===== config.mk =====
export PLATFORM = sky130hd
export DESIGN_NAME = rx_align_ctrl_flat
export DESIGN_NICKNAME = d
export VERILOG_FILES = /design/src/rtl/rx_align_ctrl_if.sv /design/src/rtl/rx_align_ctrl.sv /design/src/flat_wrapper.sv
export SDC_FILE = /design/constraint.sdc
export NUM_CORES = 1
export LEC_CHECK = 0
export BUFFER_PORTS_ARGS = -buffer_cell sky130_fd_sc_hd__buf_2
export CORE_MARGIN = 1
export CORE_UTILIZATION = 47
export DETAILED_ROUTE_END_ITERATION = 12
export HOLD_SLACK_MARGIN = 0.15
export PLACE_DENSITY = 0.84
export SLEW_MARGIN = 20
export SYNTH_ARGS = -nofsm -noshare
export SYNTH_HDL_FRONTEND = slang
export SYNTH_SLANG_ARGS = --single-unit

===== constraint.sdc =====
create_clock -name clk_4f -period 1.79 [get_ports clk_4f]
set_clock_uncertainty 0.1 [all_clocks]
set_input_delay 0.0895 -clock clk_4f [delete_from_list [all_inputs] [get_ports clk_4f]]
set_output_delay 0.0895 -clock clk_4f [all_outputs]
set_load 0.01 [all_outputs]

===== src/rtl/rx_align_ctrl_if.sv =====
// Byte-side bundle between the deserializer and rx_align_ctrl.
// The slave modport is the controller view; the master modport is the source/monitor view.
interface rx_align_ctrl_if;
  logic [7:0] data_in;
  logic       valid_in;
  logic       slip;
  logic       active;
  logic [7:0] data_out;
  logic       valid_out;
  logic [3:0] BC_counter;
  logic [1:0] state;

  modport master (
    output data_in, valid_in,
    input  slip, active, data_out, valid_out, BC_counter, state
  );

  modport slave (
    input  data_in, valid_in,
    output slip, active, data_out, valid_out, BC_counter, state
  );
endinterface


===== src/rtl/rx_align_ctrl.sv =====
// Comma-based symbol alignment and payload forwarding for the deserializer byte stream.
// Optional macro RX_BIT_SLIP_EN enables the timeout-driven bit-slip path and the SLIP_WAIT state.
module rx_align_ctrl #(
  parameter logic [7:0] BC_SYMBOL    = 8'hBC,
  parameter logic [7:0] IDLE_SYMBOL  = 8'h7C,
  parameter int         LOCK_COUNT   = 4,
  parameter int         SLIP_TIMEOUT = 8,
  parameter int         SLIP_HOLD    = 2,
  parameter int         BC_WINDOW    = 16
) (
  input  logic          clk_4f,
  input  logic          reset,
  rx_align_ctrl_if.slave bus
);

  typedef enum logic [1:0] {
    ST_SEARCH    = 2'd0,
    ST_LOCKING   = 2'd1,
    ST_ACTIVE    = 2'd2,
    ST_SLIP_WAIT = 2'd3
  } state_t;

  localparam int              WIN_W    = $clog2(BC_WINDOW) + 1;
  localparam logic [WIN_W-1:0] WIN_MAX = WIN_W'(BC_WINDOW);
  localparam logic [4:0]       LOCK_MAX = 5'(LOCK_COUNT);

  if ((LOCK_COUNT < 32'sd1) || (LOCK_COUNT > 32'sd15) || (SLIP_TIMEOUT < 32'sd1) ||
      (SLIP_HOLD < 32'sd1) || (BC_WINDOW < 32'sd1)) begin : g_bad_cfg
    $error("rx_align_ctrl: parameter out of range");
  end

  state_t           state_q, state_d;
  logic [3:0]       bc_q, bc_d;
  logic [WIN_W-1:0] win_q, win_d;
  logic             slip_q, slip_d;
  logic             active_q, active_d;
  logic             valid_q, valid_d;
  logic [7:0]       data_q, data_d;

  logic       sample_s, is_bc_s, is_idle_s;
  logic [3:0] bc_inc_s;
  logic       lock_hit_s, win_hit_s;
  logic       timeout_hit_s, hold_done_s;

  assign sample_s   = bus.valid_in;
  assign is_bc_s    = (bus.data_in == BC_SYMBOL);
  assign is_idle_s  = (bus.data_in == IDLE_SYMBOL);
  assign bc_inc_s   = (bc_q == 4'd15) ? 4'd15 : (bc_q + 4'd1);
  assign lock_hit_s = (({1'b0, bc_q} + 5'd1) >= LOCK_MAX);
  assign win_hit_s  = ((win_q + WIN_W'(1)) == WIN_MAX);

`ifdef RX_BIT_SLIP_EN
  localparam int               TO_W    = $clog2(SLIP_TIMEOUT) + 1;
  localparam logic [TO_W-1:0]  TO_MAX  = TO_W'(SLIP_TIMEOUT);
  localparam int               HOLD_W  = $clog2(SLIP_HOLD) + 1;
  localparam logic [HOLD_W-1:0] HOLD_MAX = HOLD_W'(SLIP_HOLD);

  logic [TO_W-1:0]   to_q, to_d;
  logic [HOLD_W-1:0] hold_q, hold_d;

  // Timeout counter idles at zero outside SEARCH; hold counter idles at zero outside SLIP_WAIT.
  always_comb begin
    timeout_hit_s = sample_s && (state_q == ST_SEARCH) && !is_bc_s &&
                    ((to_q + TO_W'(1)) == TO_MAX);
    hold_done_s   = sample_s && (state_q == ST_SLIP_WAIT) &&
                    ((hold_q + HOLD_W'(1)) == HOLD_MAX);
    if (state_q != ST_SEARCH) begin
      to_d = {TO_W{1'b0}};
    end else if (!sample_s) begin
      to_d = to_q;
    end else if (is_bc_s || timeout_hit_s) begin
      to_d = {TO_W{1'b0}};
    end else begin
      to_d = to_q + TO_W'(1);
    end
    if (state_q != ST_SLIP_WAIT) begin
      hold_d = {HOLD_W{1'b0}};
    end else if (!sample_s) begin
      hold_d = hold_q;
    end else if (hold_done_s) begin
      hold_d = {HOLD_W{1'b0}};
    end else begin
      hold_d = hold_q + HOLD_W'(1);
    end
  end

  // Slip timing counters.
  always_ff @(posedge clk_4f or posedge reset) begin
    if (reset) begin
      to_q   <= {TO_W{1'b0}};
      hold_q <= {HOLD_W{1'b0}};
    end else begin
      to_q   <= to_d;
      hold_q <= hold_d;
    end
  end
`else
  // Without bit-slip SEARCH never times out and SLIP_WAIT cannot be entered.
  always_comb begin
    timeout_hit_s = 1'b0;
    hold_done_s   = 1'b1;
  end
`endif

  // State register.
  always_ff @(posedge clk_4f or posedge reset) begin
    if (reset) begin
      state_q <= ST_SEARCH;
    end else begin
      state_q <= state_d;
    end
  end

  // Next-state decision.
  always_comb begin
    state_d = state_q;
    case (state_q)
      ST_SEARCH: begin
        if (!sample_s) begin
          state_d = ST_SEARCH;
        end else if (is_bc_s) begin
          state_d = (LOCK_MAX <= 5'd1) ? ST_ACTIVE : ST_LOCKING;
        end else if (timeout_hit_s) begin
          state_d = ST_SLIP_WAIT;
        end else begin
          state_d = ST_SEARCH;
        end
      end
      ST_LOCKING: begin
        if (!sample_s) begin
          state_d = ST_LOCKING;
        end else if (!is_bc_s) begin
          state_d = ST_SEARCH;
        end else if (lock_hit_s) begin
          state_d = ST_ACTIVE;
        end else begin
          state_d = ST_LOCKING;
        end
      end
      ST_ACTIVE: begin
        if (sample_s && !is_bc_s && win_hit_s) begin
          state_d = ST_SEARCH;
        end else begin
          state_d = ST_ACTIVE;
        end
      end
      ST_SLIP_WAIT: begin
        if (hold_done_s) begin
          state_d = ST_SEARCH;
        end else begin
          state_d = ST_SLIP_WAIT;
        end
      end
      default: state_d = ST_SEARCH;
    endcase
  end

  // Outputs and counters; the last forwarded byte is retained while valid_out is low.
  always_comb begin
    bc_d     = bc_q;
    win_d    = win_q;
    slip_d   = timeout_hit_s;
    valid_d  = 1'b0;
    data_d   = data_q;
    active_d = (state_d == ST_ACTIVE);
    if (sample_s) begin
      case (state_q)
        ST_SEARCH: begin
          if (is_bc_s) begin
            bc_d  = 4'd1;
            win_d = {WIN_W{1'b0}};
          end else begin
            bc_d = 4'd0;
          end
        end
        ST_LOCKING: begin
          if (is_bc_s) begin
            bc_d = bc_inc_s;
          end else begin
            bc_d = 4'd0;
          end
        end
        ST_ACTIVE: begin
          if (is_bc_s) begin
            bc_d  = bc_inc_s;
            win_d = {WIN_W{1'b0}};
          end else if (is_idle_s) begin
            bc_d  = 4'd0;
            win_d = win_q + WIN_W'(1);
          end else begin
            bc_d    = 4'd0;
            win_d   = win_q + WIN_W'(1);
            valid_d = 1'b1;
            data_d  = bus.data_in;
          end
          if (state_d == ST_SEARCH) begin
            win_d = {WIN_W{1'b0}};
          end else begin
            win_d = win_d;
          end
        end
        ST_SLIP_WAIT: bc_d = 4'd0;
        default:      bc_d = 4'd0;
      endcase
    end else begin
      bc_d = bc_q;
    end
  end

  // Datapath and output registers.
  always_ff @(posedge clk_4f or posedge reset) begin
    if (reset) begin
      bc_q     <= 4'd0;
      win_q    <= {WIN_W{1'b0}};
      slip_q   <= 1'b0;
      active_q <= 1'b0;
      valid_q  <= 1'b0;
      data_q   <= 8'h00;
    end else begin
      bc_q     <= bc_d;
      win_q    <= win_d;
      slip_q   <= slip_d;
      active_q <= active_d;
      valid_q  <= valid_d;
      data_q   <= data_d;
    end
  end

  assign bus.slip       = slip_q;
  assign bus.active     = active_q;
  assign bus.data_out   = data_q;
  assign bus.valid_out  = valid_q;
  assign bus.BC_counter = bc_q;
  assign bus.state      = state_q;

endmodule


===== src/flat_wrapper.sv =====
// flat-port wrapper written by rule: the top's interface ports become plain ports
module rx_align_ctrl_flat 
#(
  parameter logic [7:0] BC_SYMBOL    = 8'hBC,
  parameter logic [7:0] IDLE_SYMBOL  = 8'h7C,
  parameter int         LOCK_COUNT   = 4,
  parameter int         SLIP_TIMEOUT = 8,
  parameter int         SLIP_HOLD    = 2,
  parameter int         BC_WINDOW    = 16
)
  (clk_4f, reset, bus_data_in, bus_valid_in, bus_slip, bus_active, bus_data_out, bus_valid_out, bus_BC_counter, bus_state);
  rx_align_ctrl_if bus_i ();
  input  logic clk_4f;
  input  logic reset;
  input wire logic [$bits(bus_i.data_in)-1:0] bus_data_in;
  input wire logic [$bits(bus_i.valid_in)-1:0] bus_valid_in;
  output wire logic [$bits(bus_i.slip)-1:0] bus_slip;
  output wire logic [$bits(bus_i.active)-1:0] bus_active;
  output wire logic [$bits(bus_i.data_out)-1:0] bus_data_out;
  output wire logic [$bits(bus_i.valid_out)-1:0] bus_valid_out;
  output wire logic [$bits(bus_i.BC_counter)-1:0] bus_BC_counter;
  output wire logic [$bits(bus_i.state)-1:0] bus_state;
  assign bus_i.data_in = bus_data_in;
  assign bus_i.valid_in = bus_valid_in;
  assign bus_slip = bus_i.slip;
  assign bus_active = bus_i.active;
  assign bus_data_out = bus_i.data_out;
  assign bus_valid_out = bus_i.valid_out;
  assign bus_BC_counter = bus_i.BC_counter;
  assign bus_state = bus_i.state;
  rx_align_ctrl #(.BC_SYMBOL(BC_SYMBOL), .IDLE_SYMBOL(IDLE_SYMBOL), .LOCK_COUNT(LOCK_COUNT), .SLIP_TIMEOUT(SLIP_TIMEOUT), .SLIP_HOLD(SLIP_HOLD), .BC_WINDOW(BC_WINDOW)) u_core (.clk_4f(clk_4f), .reset(reset), .bus(bus_i));
endmodule

# == After elaboration in Yosys (flattened, before gate mapping) ==
# Cells that the tools add are included.
# totals
ff_bits,21
input_bits,11
out_inout_bits,17
wordCells,49
# classes
addsub,3
magnitude_cmp,1
eq_ne,9
mux,19
bitwise,2
n_reduce_logical,9
# ops
operator,n
5-bit 2-to-1 mux,3
4-bit one-hot mux with 3 select lines,1
2-bit 2-to-1 mux,5
5-bit one-hot mux with 2 select lines,1
"8-bit by 7-bit equality test with 1-bit output, second input constant",1
"8-bit equality test, second input constant",1
4-bit 2-to-1 mux,2
2-bit one-hot mux with 4 select lines,1
"2-bit equality test, second input constant",3
1-bit 2-to-1 mux,6
"4-bit by 1-bit adder with 5-bit output, second input constant",1
"5-bit by 1-bit adder with 5-bit output, second input constant",1
"5-bit equality test, second input constant",1
"5-bit by 3-bit >= comparator with 1-bit output, second input constant",1
"4-bit by 1-bit adder with 4-bit output, second input constant",1
"4-bit equality test, second input constant",1
2-bit zero test,2
4-bit AND reduction,1
3-bit AND reduction,1
"2-bit by 1-bit equality test with 1-bit output, second input constant",1
1-bit logical AND,2
"2-bit by 1-bit inequality test with 1-bit output, second input constant",1
1-bit NOT,2
2-bit nonzero test,1
other kinds (2),2

# == Longest topological paths before layout ==
# logic_depth
depth_word,9
mapped_depth,8
ltp_nobuf,7

# == Worst setup path after synthesis ==
# No wires, ideal clock.
# synth_timing
path_type,flip-flop to flip-flop
startpoint,"register u_core.bc_q[0], in the netlist u_core.bus.BC_counter[0]"
endpoint,"register u_core.active_q, in the netlist u_core.bus.active"
setup_time_ns,0.101
t_arrival_ns,1.585
required_time_ns,1.589
path_slack_ns,0.004
stages_incl_launch_ff,7
n_path_buf,0
period_less_slack_ns,1.786
path_cell_list,dfrtp_1 ha_1 and2_1 a21oi_1 o31ai_1 a31o_2 nor4_1
# synth_between
elab_chain_cells,7
# synth_rtl
item,line,text
"start, declared",rx_align_ctrl.sv:33,"logic [3:0] bc_q, bc_d;"
"start signal, assigned",rx_align_ctrl.sv:213,bc_q <= 4'd0;
"start signal, assigned",rx_align_ctrl.sv:220,bc_q <= bc_d;
4-bit by 1-bit adder with 5-bit output,rx_align_ctrl.sv:49,"assign lock_hit_s = (({1'b0, bc_q} + 5'd1) >= LOCK_MAX);"
5-bit by 3-bit >= comparator with 1-bit output,rx_align_ctrl.sv:49,
2-bit 2-to-1 mux,rx_align_ctrl.sv:134,end else if (lock_hit_s) begin
2-bit 2-to-1 mux,rx_align_ctrl.sv:132,end else if (!is_bc_s) begin
2-bit 2-to-1 mux,rx_align_ctrl.sv:130,if (!sample_s) begin
2-bit one-hot mux with 4 select lines,rx_align_ctrl.sv:117,case (state_q)
via u_core.state_d[0],rx_align_ctrl.sv:32,"state_t state_q, state_d;"
2-bit equality test,rx_align_ctrl.sv:165,active_d = (state_d == ST_ACTIVE);
via u_core.active_d,rx_align_ctrl.sv:36,"logic active_q, active_d;"
"end signal, assigned",rx_align_ctrl.sv:223,active_q <= active_d;
"end, declared",rx_align_ctrl.sv:36,
# The timed path passes the listed nets, and every way through them passes these cells.
# A chain may end at the register's enable or synchronous reset.

# == Final worst setup path ==
# layout_timing
startpoint,register u_core.win_q[0]
endpoint,register u_core.win_q[0]
# layout_between
elab_chain_cells,8
word_cells_on_any_way,9
cone_classes,add/sub (1); eq/ne (1); mux (5); reduce/logical (2)
# layout_rtl
item,line,text
"start, declared",rx_align_ctrl.sv:34,"logic [WIN_W-1:0] win_q, win_d;"
"start signal, assigned",rx_align_ctrl.sv:214,win_q <= {WIN_W{1'b0}};
"start signal, assigned",rx_align_ctrl.sv:221,win_q <= win_d;
5-bit by 1-bit adder with 5-bit output (*),"rx_align_ctrl.sv:50, rx_align_ctrl.sv:189, rx_align_ctrl.sv:192",
5-bit equality test,rx_align_ctrl.sv:50,assign win_hit_s = ((win_q + WIN_W'(1)) == WIN_MAX);
1-bit logical AND,rx_align_ctrl.sv:141,if (sample_s && !is_bc_s && win_hit_s) begin
2-bit 2-to-1 mux,rx_align_ctrl.sv:141,
2-bit one-hot mux with 4 select lines,rx_align_ctrl.sv:117,
2-bit zero test,rx_align_ctrl.sv:196,if (state_d == ST_SEARCH) begin
5-bit 2-to-1 mux (*),rx_align_ctrl.sv:196,
5-bit one-hot mux with 2 select lines (*),rx_align_ctrl.sv:167,case (state_q)
# Mark *: on every way between the ends. The rest lies on a longest branch, timed or not.

==> flow_metrics.py <==
metrics = {
    "synthesis": {
        "synth-seq-cells": 21,
        "synth.top_cells.by_area": "dfrtp_1 (43%), ha_1 (7.2%), mux2_2 (4.7%), inv_1 (3.1%), a21oi_1 (2.9%)",
        "synthCells": 121,
        "ys.flop_type": "dfrtp_1",
        "syn_area_per_cell_um2": 9.99,
        "synth_nets": 139,
        "synth_top_cell_by_area": "dfrtp_1",
        "synth.distinct_cells": 42,
        "async_flop_share_pct": 100,
        "seq_area_frac_synth_pct": 43.5,
        "synth-edff-count": 0,
        "synth_warnings": 0,
        "syn_area_mm2": 0.00121,
        "synth_top_area_share_pct": 43.5,
    },
    "timing": {
        "layout_setup_ws_ns": -0.0503,
        "min_period_ns": 1.84,
        "hold-worst-slack_ns": 0.230,
        "grt_setup_unrepaired": "yes",
        "fmax_mhz": 543,
        "setup_tns_ns": -0.107,
        "final_max_slew_viol_count": 0,
        "min_period_over_period_pct": 103,
        "hold_viol": 0,
        "finalSetupViolCount": 3,
    },
    "finish": {
        "fin_util_pct": 69.2,
        "nNetsFinal": 191,
        "drive_gt1_share_pct": 41.3,
        "area_growth_pct": 40.5,
        "diodes": 0,
        "layout.cells.non_filler": 202,
        "final_area_mm2": 0.00170,
    },
    "worst_setup_path": {
        "r2r_end": "u_core.win_q[0]$_DFFE_PP0P_",
        "worstSetupStartpoint": "u_core.win_q[0]$_DFFE_PP0P_",
        "cp.arrival_ns": 1.96,
        "reg2reg_slack_ns": -0.05,
        "startpoint_type": "flop",
        "critical_path_class": "reg2reg",
        "crit_end": "u_core.win_q[0]$_DFFE_PP0P_",
        "reg2reg_depth": 6,
        "crit_fanout": 5,
        "r2r-start": "u_core.win_q[0]$_DFFE_PP0P_",
        "end_kind": "flop",
        "crit_required_ns": 1.91,
    },
    "clocking": {
        "tritoncts.num_buffers": 3,
        "cts_tree": "yes",
        "clock-sinks": 21,
        "cts_max_path_buffers": 2,
        "htree_levels": 1,
        "clk_latency_ns": 0.31,
        "cts_root_buf": "clkbuf_4",
        "clkTransAtPathRegs_ns": 0.13,
    },
    "floorplan": {
        "die_height_um": 52.7,
        "coreArea_mm2": 0.00245,
        "row_count": 18,
        "die_x_um": 52.7,
        "initial_core_util_pct": 49.2,
        "dieArea_mm2": 0.00278,
        "num_io_pins": 28,
    },
    "worst_hold_path": {
        "hp-class": "in2async",
    },
    "outcome": {
        "violations": "negative setup slack",
        "outcome": "finished, violations left",
    },
    "place": {
        "dp.cells": 181,
        "dpl_cell_area_mm2": 0.00142,
        "hpwl_um": 1870,
        "port_buffers": 26,
        "gp_congestion": 0.847,
    },
    "route": {
        "drt_iter0_markers": 32,
        "routed_wl_um": 3000,
        "wl_per_cell_um": 14.8,
        "via_per_inst": 5.51,
        "ant_nets": 0,
        "drc": 0,
        "dr.pass1.iters": 4,
        "vias": 1113,
    },
    "global_route": {
        "grt_max_degree": 22,
        "grt_use_total_pct": 23.4,
        "antenna_found_initial": 0,
        "gr-total-overflow": 0,
        "grt_pass1_vias": 1029,
        "grt_pass1_wl_um": 4660,
    },
    "flow_run": {
        "max_cap_violations": 0,
    },
    "power": {
        "p_leak_nw": 0.834,
        "peakVddDrop_v": 0.000466,
        "power_density_mw_per_mm2": 483,
    },
}
[layer usage]
layer  global-route usage [%]  wire length (um)  up-vias
met3                     2.32               136        4
met1                     29.6              1190      537
met4                     7.89                25        0
met5                        0                 0        -
li1                         -                 -      532
met2                     41.1              1650       40
[Yosys cell counts, types with 3 or more instances]
cell type,instances
inv_1,10
a21oi_1,7
o21ai_0,7
nand2b_1,4
nor2_1,3
ha_1,7
nand2_1,8
mux2_2,5
dfrtp_1,21
nor3_1,4
o22a_1,3
nand3_1,5
[flip-flops by register name, indices dropped and copies added, names as in the netlist]
name and cells:
u_core.bus.active 1, u_core.bus.state 2, u_core.bus.valid_out 1, u_core.bus.BC_counter 4
u_core.bus.data_out 8, u_core.win_q 5
[timing repair]
| action | CTS | global route |
|---|---|---|
| pin swaps | 5 | 9 |
| setup buffers | 4 | 3 |
| setup endpoints to repair | 6 | 10 |
| endpoints found under the hold margin | 38 | 0 |
| resized for setup | 10 | 11 |
| hold buffers | 10 | 0 |
[worst min-delay path by stage]
stage                     slack, ns  cells past startpoint                                    to  startpoint
after floorplan               -0.03                      1  u_core.bus.BC_counter[0]$_DFFE_PP0P_       reset
after global placement         0.03                      3         u_core.bus.state[1]$_DFF_PP0_       reset
after detailed placement       0.03                      3           u_core.bus.active$_DFF_PP0_       reset
after CTS                      0.24                      4           u_core.bus.active$_DFF_PP0_       reset
after global routing           0.25                      4           u_core.bus.active$_DFF_PP0_       reset
final                          0.23                      4    u_core.bus.data_out[0]$_DFFE_PP0P_       reset
[logic make-up after synthesis]
family,share of synthesized area [%]
DFF,43.5
and+or+nand+nor,16.6
AOI/OAI and AO/OA,20.3
muxes,5.49
buffers and inverters,5.18
xor gates and xnor gates,1.45
other,0.310
adders and majority gates,7.25
[where the power goes]
part           internal (W)   total, W  switching [W]
combinational     0.0000427  0.0000838      0.0000411
clock             0.0000852   0.000247       0.000162
sequential         0.000480   0.000489     0.00000863
total              0.000608   0.000820       0.000212
[worst max-delay path: stages, from the launching register on]
cell	delay, ns
dfrtp_2	0.48
ha_4	0.20
nand3_4	0.10
mux2i_4	0.22
a211oi_4	0.34
nand2_2	0.10
o31ai_1	0.20
[metrics by stage]
step	power (W)	worst slack, ns
floorplan	0.000527	0.00430
global placement	0.000549	0.0220
detailed placement	0.000553	-0.0660
CTS	0.000813	-0.0134
global route	0.000858	-0.125
finish	0.000820	-0.0503
[layout make-up]
class	instances	area, um2
clock inverter	1	7.51
tap	30	37.5
fill	170	757
clock buffer	3	22.5
multi-input combinational	85	703
timing repair buffer	52	362
sequential	21	528
inverter	10	37.5
[placed cells by master, fill, tap and decap left out, types with 2 or more instances in the layout]
| cell type | n |
|---|---|
| clkbuf_4 | 3 |
| buf_2 | 26 |
| nand2b_1 | 4 |
| nand3b_1 | 2 |
| ha_4 | 2 |
| buf_4 | 13 |
| xor2_1 | 2 |
| o31ai_1 | 2 |
| o21ai_0 | 6 |
| nor2_1 | 3 |
| dlygate4sd3_1 | 10 |
| mux2_2 | 5 |
| inv_1 | 10 |
| buf_6 | 3 |
| dfrtp_2 | 2 |
| nand3_1 | 3 |
| nor3_1 | 3 |
| a21oi_2 | 2 |
| nand2_1 | 8 |
| dfrtp_1 | 19 |
| o22a_1 | 3 |
| a21oi_1 | 6 |
| ha_1 | 4 |
Note: power is estimated with default switching activity, not from simulation.
